### src/rtl/pattern_sequencer.sv
// pattern_sequencer: LFSR-driven lane-pattern feeder with note budget, hold window and song counter.
// Define REPEAT_FILTER_EN to forbid two identical consecutive patterns.
module pattern_sequencer #(
  parameter logic [15:0] SEED        = 16'hACE1,
  parameter int          SONG_LEN    = 64,
  parameter int          HOLD_CYCLES = 2,
  parameter int          MAX_TRIES   = 15
) (
  input  logic       CLOCK_25,
  input  logic       reset,
  input  logic       start,
  input  logic [1:0] level,
  input  logic       trocar,
  output logic [3:0] command_out,
  output logic       pattern_valid,
  output logic [7:0] pattern_index,
  output logic       busy,
  output logic       song_done
);
`ifdef REPEAT_FILTER_EN
  localparam bit FILTER = 1'b1;
`else
  localparam bit FILTER = 1'b0;
`endif
  localparam logic [15:0] SEED_INIT = (SEED == 16'h0000) ? 16'h0001 : SEED;
  localparam int HOLD = (HOLD_CYCLES < 1) ? 1 : HOLD_CYCLES;
  localparam int HW = $clog2(HOLD + 1);
  localparam int TW = (MAX_TRIES < 1) ? 1 : $clog2(MAX_TRIES + 1);
  localparam logic [7:0] LAST = 8'(SONG_LEN);

  typedef enum logic [2:0] {IDLE, PRIME, RUN, GEN, DONE} state_t;

  state_t        state, state_n;
  logic [15:0]   lfsr, lfsr_n;
  logic [3:0]    prev, prev_n, cmd_n, cand, fb_raw, fb, pick;
  logic [7:0]    idx_n;
  logic [TW-1:0] tries, tries_n;
  logic [HW-1:0] hold, hold_n;
  logic [2:0]    pc;
  logic          valid_n, pending, pending_n, finish, finish_n, start_q, trocar_q;
  logic          start_rise, trocar_rise, searching, ok, last_try, found, take;

  assign start_rise  = start & ~start_q;
  assign trocar_rise = trocar & ~trocar_q;
  assign searching   = state == PRIME || state == GEN;
  assign cand        = lfsr[3:0];
  assign pc          = 3'(cand[0]) + 3'(cand[1]) + 3'(cand[2]) + 3'(cand[3]);
  assign ok          = cand != 4'h0 && pc <= {1'b0, level} + 3'd1 && !(FILTER && cand == prev);
  assign fb_raw      = 4'b0001 << lfsr[1:0];
  assign fb          = (FILTER && fb_raw == prev) ? {fb_raw[2:0], fb_raw[3]} : fb_raw;
  assign last_try    = tries == TW'(MAX_TRIES);
  assign found       = searching && (last_try || ok);
  assign pick        = last_try ? fb : cand;
  // a request edge is only counted/queued while the queue slot is free and the song is not full
  assign take        = trocar_rise && !pending && pattern_index != LAST;
  assign busy        = searching;
  assign song_done   = state == DONE;

  always_comb begin
    state_n   = state;
    lfsr_n    = searching ? ({1'b0, lfsr[15:1]} ^ (lfsr[0] ? 16'hB400 : 16'h0000)) : lfsr;
    cmd_n     = command_out;
    prev_n    = prev;
    valid_n   = pattern_valid;
    idx_n     = pattern_index;
    pending_n = pending;
    finish_n  = finish;
    hold_n    = hold;
    tries_n   = found ? '0 : searching ? tries + 1'b1 : tries;
    case (state)
      IDLE: state_n = start_rise ? PRIME : IDLE;
      PRIME, GEN: begin
        if (state == GEN && take) begin
          pending_n = 1'b1;
          idx_n     = pattern_index + 8'd1;
        end
        if (found) begin
          cmd_n   = pick;
          prev_n  = pick;
          valid_n = 1'b1;
          state_n = RUN;
        end
      end
      RUN: begin
        if (hold != '0) begin
          hold_n = hold - 1'b1;
          if (take) begin
            pending_n = 1'b1;
            idx_n     = pattern_index + 8'd1;
          end
          if (hold == HW'(1)) begin
            state_n = finish ? DONE : GEN;
            cmd_n   = finish ? 4'h0 : command_out;
            valid_n = finish ? 1'b0 : pattern_valid;
          end
        end else if (pending) begin
          hold_n    = HW'(HOLD);
          pending_n = 1'b0;
          finish_n  = pattern_index == LAST;
        end else if (take) begin
          hold_n   = HW'(HOLD);
          idx_n    = pattern_index + 8'd1;
          finish_n = pattern_index + 8'd1 == LAST;
        end
      end
      DONE: begin
        if (start_rise) begin
          state_n = PRIME;
          idx_n   = 8'd0;
          prev_n  = 4'h0;
        end
      end
      default: state_n = IDLE;
    endcase
  end

  always_ff @(posedge CLOCK_25 or posedge reset) begin
    if (reset) begin
      state         <= IDLE;
      lfsr          <= SEED_INIT;
      command_out   <= 4'h0;
      prev          <= 4'h0;
      pattern_valid <= 1'b0;
      pattern_index <= 8'd0;
      pending       <= 1'b0;
      finish        <= 1'b0;
      tries         <= '0;
      hold          <= '0;
      start_q       <= 1'b0;
      trocar_q      <= 1'b0;
    end else begin
      state         <= state_n;
      lfsr          <= lfsr_n;
      command_out   <= cmd_n;
      prev          <= prev_n;
      pattern_valid <= valid_n;
      pattern_index <= idx_n;
      pending       <= pending_n;
      finish        <= finish_n;
      tries         <= tries_n;
      hold          <= hold_n;
      start_q       <= start;
      trocar_q      <= trocar;
    end
  end
endmodule

### config.mk
export PLATFORM = sky130hd
export DESIGN_NAME = pattern_sequencer
export DESIGN_NICKNAME = d
export VERILOG_FILES = /design/src/rtl/pattern_sequencer.sv
export SDC_FILE = /design/constraint.sdc
export NUM_CORES = 1
export LEC_CHECK = 0
export CAP_MARGIN = 20
export CORE_MARGIN = 10
export CORE_UTILIZATION = 57
export CTS_CLUSTER_DIAMETER = 60
export DETAILED_ROUTE_END_ITERATION = 16
export PLACE_DENSITY = 0.79
export SLEW_MARGIN = 20
export SYNTH_ARGS = -nofsm -noshare
export SYNTH_HDL_FRONTEND = slang
export SYNTH_SLANG_ARGS = --single-unit
### constraint.sdc
create_clock -name CLOCK_25 -period 3.71 [get_ports CLOCK_25]
set_input_delay 0.742 -clock CLOCK_25 [delete_from_list [all_inputs] [get_ports CLOCK_25]]
set_output_delay 0.742 -clock CLOCK_25 [all_outputs]
set_load 0.005 [all_outputs]
Yosys cells after proc, flatten, opt, wreduce, memory -nomap -nowiden
Index checks and enable logic that the tools add are counted.
- $add $sub $neg: 7
- order comparisons: 1
- eq/ne operators: 17
- shifts and indexed selects: 1
- multiplexer cells: 36
- bitwise gates (word level): 6
- reduce and logical (&&, ||, !) cells: 23
- operators by type and width (operator ; count):
    $mux W8 ; 5
    $mux W4 ; 7
    $pmux W8 S3 ; 1
    $eq A8 B7 Y1 const B ; 2
    $mux W16 ; 1
    $xor A15 B16 Y16 ; 1
    $mux W3 ; 5
    $pmux W3 S4 ; 1
    $mux W1 ; 10
    $ne A2 B2 Y1 const B ; 5
    $add A8 B1 Y8 const B ; 1
    $ne A8 B7 Y1 const B ; 1
    $pmux W4 S2 ; 1
    $reduce_and A4 Y1 ; 2
    $reduce_bool A2 Y1 ; 4
    $eq A3 B2 Y1 const B ; 2
    $mux W2 ; 3
    $ne A3 B3 Y1 const B ; 2
    $reduce_and A3 Y1 ; 2
    $reduce_bool A3 Y1 ; 2
    $logic_and A1 B1 Y1 ; 5
    $reduce_and A5 Y1 ; 1
    $add A4 B1 Y4 const B ; 1
    $eq A4 B4 Y1 const B ; 1
    20 further kinds ; 25
- bits in registers: 42
- input port bits: 6
- output and inout port bits: 15
- word-level logic and storage cells: 102

Depth between registers and ports, before layout
- depth in word-level cells: 9
- gate-level depth with buffers: 9
- depth with buffers taken out: 9

Least setup slack after synthesis
Ideal clock, no wire load.
- path kind: flip-flop to flip-flop
- start point: register lfsr[0]
- end point: register command_out[0]
- library setup time: 128 ps
- data arrival time: 2709 ps
- data required time: 3582 ps
- slack: 873 ps
- stages on the path, launching flop included: 10
- buffers on the path: 0
- period minus slack after synthesis: 2837 ps
- cells stage by stage: dfstp_2 > fa_1 > ha_1 > ha_1 > ha_1 > nor2b_1 > o21ai_1 > a21oi_2 > nor3_4 > mux2_1
- word-level cells in the longest chain between the ends: 9
- elaborated cells between the ends (all ways): 14
- classes of those cells: add/sub: 3; order compare: 1; eq/ne: 1; shift: 1; mux: 3; reduce/logical: 5
- RTL lines (item ; RTL line ; text):
    from (decl) ; 34 ; logic [15:0] lfsr, lfsr_n;
    from (signal assigned) ; 133 ; lfsr <= lfsr_n;
    $add A1 B1 Y2 ; 47 ; assign pc = 3'(cand[0]) + 3'(cand[1]) + 3'(cand[2]) + 3'(cand[3]);
    $add A2 B1 Y3 ; 47 ;
    $add A3 B1 Y3 ; 47 ;
    $le A3 B3 Y1 ; 48 ; assign ok = cand != 4'h0 && pc <= {1'b0, level} + 3'd1 && !(FILTER && cand == prev);
    $logic_and A1 B1 Y1 ; 48 ;
    $logic_or A1 B1 Y1 ; 52 ; assign found = searching && (last_try || ok);
    $logic_and A1 B1 Y1 ; 52 ;
    $ne A2 B2 Y1 (no source line) ; n/a ;
    $reduce_and A5 Y1 (no source line) ; n/a ;
    to (signal assigned) ; 134 ; command_out <= cmd_n;
    to (decl) ; 14 ; output logic [3:0] command_out,
Several ways; a longest one is shown, not always the timed one. The select of a mux whose other input is x is not followed.
A chain may end at the register's enable or synchronous reset.

Worst setup path after layout
- start point: register lfsr[0]
- end point: register command_out[1]
Same word-level chain as after synthesis.

==> impl_results.md <==
- Met3 wire len: 200 um
- Post-cts resize count: 0
- Critical Path RT: 3880 ps
- Num ports: 21
- Port-buffer cells: 20
- DR vias: 1709
- Congestion Overflow GR: 0
- Total power: between 1.5 and 2 mW
- Min cycle time layout: between 3000 and 4000 ps
- Reg2reg start: lfsr[0]
- Hold depth: 2
- Pwr Density: around 620 mW/mm2
- Min-Delay Endpoint: lfsr[5]
- First-pass GRT wire length: between 7000 and 8000 um
- Reg area: 0.00106 mm2
- Worst-Skew Late Latency: about 290 ps
- Mux share of post-synthesis cell area: under 10%
- Hold wc startpoint: lfsr[6]
- Crit path capture type: flip-flop
- Number of distinct library cells after synthesis: between 50 and 60
- Drt total wl: approximately 4600 um
- Setup bufs post-CTS: 0
- Metal2 WL: between 2000 and 2500 um
- Initial antenna violation count: 0
- Nets@finish: ~280
- Top post-synthesis cells by area: dfrtp_1 (36%), dfstp_2 (8.9%), ha_1 (8.5%), nand2_1 (6.5%), mux2_1 (2.9%)
- Vias in the first global route: 1678
- Clk root buf: clkbuf_8
- FF-to-FF path depth: 9
- Worst slew margin: 65.5%
- Die area: between 0.007 and 0.008 mm2
- Die height: 84.2 um
- Worst slew pin tran: 518 ps
- WP data arrival: 3290 ps
- Antenna Cells: 0
- Seq/Total Area, Yosys: a little under half
- Critical Setup Path Class: flip-flop to flip-flop
- R2R setup slack: 590 ps
- Clk pin slew, worst setup/hold paths: ~80 ps
- Final Max Slew Viols: 0
- Leakage dissipation: between 1 and 1.5 nW
- Antenna Nets Post-Route: 0
- Hpwl dp: ~3300 um
- # DRC: 0
- Hold buffer count at CTS: 0
- Crit path launch type: flip-flop
- Via density: roughly 5.6
- MaxCap Viol Count: 0
- Core ar.: ~0.004 mm2
- Syn Nets: 257
- RSZ-0062 raised after global routing: no
- Post-Syn Area per Cell: ~10 um2
- Post-Syn Area: 0.00235 mm2
- Hold Fails Final Rpt: 0
- Area of the multi-input gates: ~0.0012 mm2
- Fillers: 310
- Top cell type's share of synthesized area: a little over a third
- Status: finished, final reports clean
- XOR/XNOR Fraction of Synth Area: under 10%
- Die width: 84.2 um
- Setup TNS Final: 0 ps
- Count leader, synth: nand2_1
- Prevailing post-synth register cell: dfrtp_1
- Drt wl/cell: between 10 and 15 um
- #FFs+latches synth: 42
- GP Congestion: between 0.8 and 0.9
- Max Freq: 0.321 GHz
- # rows: 23
- Tot GR Track Use: 13.3%
- Asr flop ratio synth: 100%
- Initial Util: between 50% and 60%
- CTS Buf Count: 5
- VDD IR max: approximately 0.34 mV
- DR top layer: met4
- Simple-gate share of the synthesized area: 19.7%
- Number of synthesized flops with an enable pin: 0
- Worst-path fanout max: 8
- H-tree depth: 2
- # setup viols final: 0
- Post-Syn Instances: about 230
- CTS max path bufs: 2
- Fin crit share: a little over four fifths
- Share of cells above drive strength 1: a little under an eighth
- FF-to-FF End: command_out[1]
- Largest net degree at the start of global routing: 43
- Synth cell count leaders: nand2_1 (41), dfrtp_1 (34), ha_1 (16)
- Synth warnings: 0
- Cell taking the most area after synthesis: dfrtp_1
- CTS Sinks: between 40 and 50
- Syn-to-layout area delta: 14.7%
- Largest family of logic cells by synthesized area: simple AND/OR/NAND/NOR gates
- Adder-cell share of the synthesized area: roughly a tenth
- CTS tree: done
- DRT Pass-1 Iters: 4
- Hold crit path type: flip-flop to flip-flop
- Wl on met1: 2120 um
- Layout Skew: between 4 and 5 ps
- DR iter-0 viols: about 170
- Post-synthesis compound-gate area fraction: 13.4%
## per-stage QoR
stage / util (%) / hold slack (ps) / cell area [um2] / instances / setup slack, ps
after global placement: 64.7 / 446 / 2590 / 298 / 701
after global routing: 67.4 / 482 / 2700 / 306 / 432
final: 67.4 / 466 / 2700 / 306 / 590
after detailed placement: 64.7 / 458 / 2590 / 298 / 569
after CTS: 67.4 / 470 / 2700 / 306 / 561
after floorplan: - / 435 / 2350 / 234 / 873
## critical path, stage by stage (launching register included)
cell and delay [ps]:
dfstp_2 650, fa_1 430, ha_1 190, ha_1 280, ha_1 310, nor2b_1 140, o21ai_1 190, a21oi_2 120
nor3_4 340, mux2_1 370
## layout make-up
cell class,instances,share of cell area (%)
multi-input cells,170,44.2
flip-flops and latches,42,39.4
repair buffers,23,8.26
clock buffers,6,2.69
well taps,50,2.32
inverters,13,1.81
clock inverters,2,1.39
## power breakdown
part	leakage (nW)	internal [mW]	total [mW]	switching (mW)
combinational	0.688	0.291	0.627	0.336
clock	0.0514	0.201	0.358	0.158
sequential	0.513	0.545	0.680	0.135
## routing by layer
metal	global-route usage (%)	vias up
li1	-	855
met1	17.0	819
met2	21.2	27
met3	3.38	8
met4	4.87	0
met5	0	-
## state kept, by name, indices dropped and copies added, names as in the netlist, 2 cells and up
| signal | count |
|---|---|
| state | 3 |
| lfsr | 16 |
| tries | 4 |
| hold | 2 |
| pattern_index | 8 |
| command_out | 4 |
## layout by cell type (no fill, tap or decap), types with 2 or more instances in the layout
master           instances
mux2_2                   2
xnor2_1                  4
nand2b_1                 3
xor2_1                   2
clkbuf_8                 5
nor3b_2                  2
mux2i_1                  5
nand2_1                 41
nand4_1                  2
dfstp_2                  8
nor2_1                  13
o31ai_1                  2
a21oi_1                 10
mux2_1                   6
buf_4                    3
nor2b_1                  5
inv_2                    2
nor3b_1                  4
o21ai_1                  9
a22o_1                   3
and3_1                   2
inv_1                   11
o21ai_0                  5
ha_1                    16
a31oi_1                  2
clkdlybuf4s50_1         20
dfrtp_1                 34
a21o_1                   3
and2_1                   2
nand3_1                  6
## how the worst max path moves through the flow
stage                     end  slack [ps]     from  cells past startpoint
6_report       command_out[1]         590  lfsr[0]                      9
4_1_cts        command_out[1]         560  lfsr[0]                      9
3_3_place_gp    pattern_valid         700  lfsr[0]                      9
2_1_floorplan  command_out[0]         870  lfsr[0]                      9
5_1_grt         pattern_valid         430  lfsr[0]                      9
3_5_place_dp   command_out[1]         570  lfsr[0]                      9
## cells by family (layout without fill, tap and decap cells)
group,Yosys count,count (layout)
compound gates,47,47
mux,13,13
flops,42,42
xor+xnor,6,6
simple gates,87,87
fa+ha+maj,17,17
buf+inv,22,44
Power figures use the tool's default switching activity.
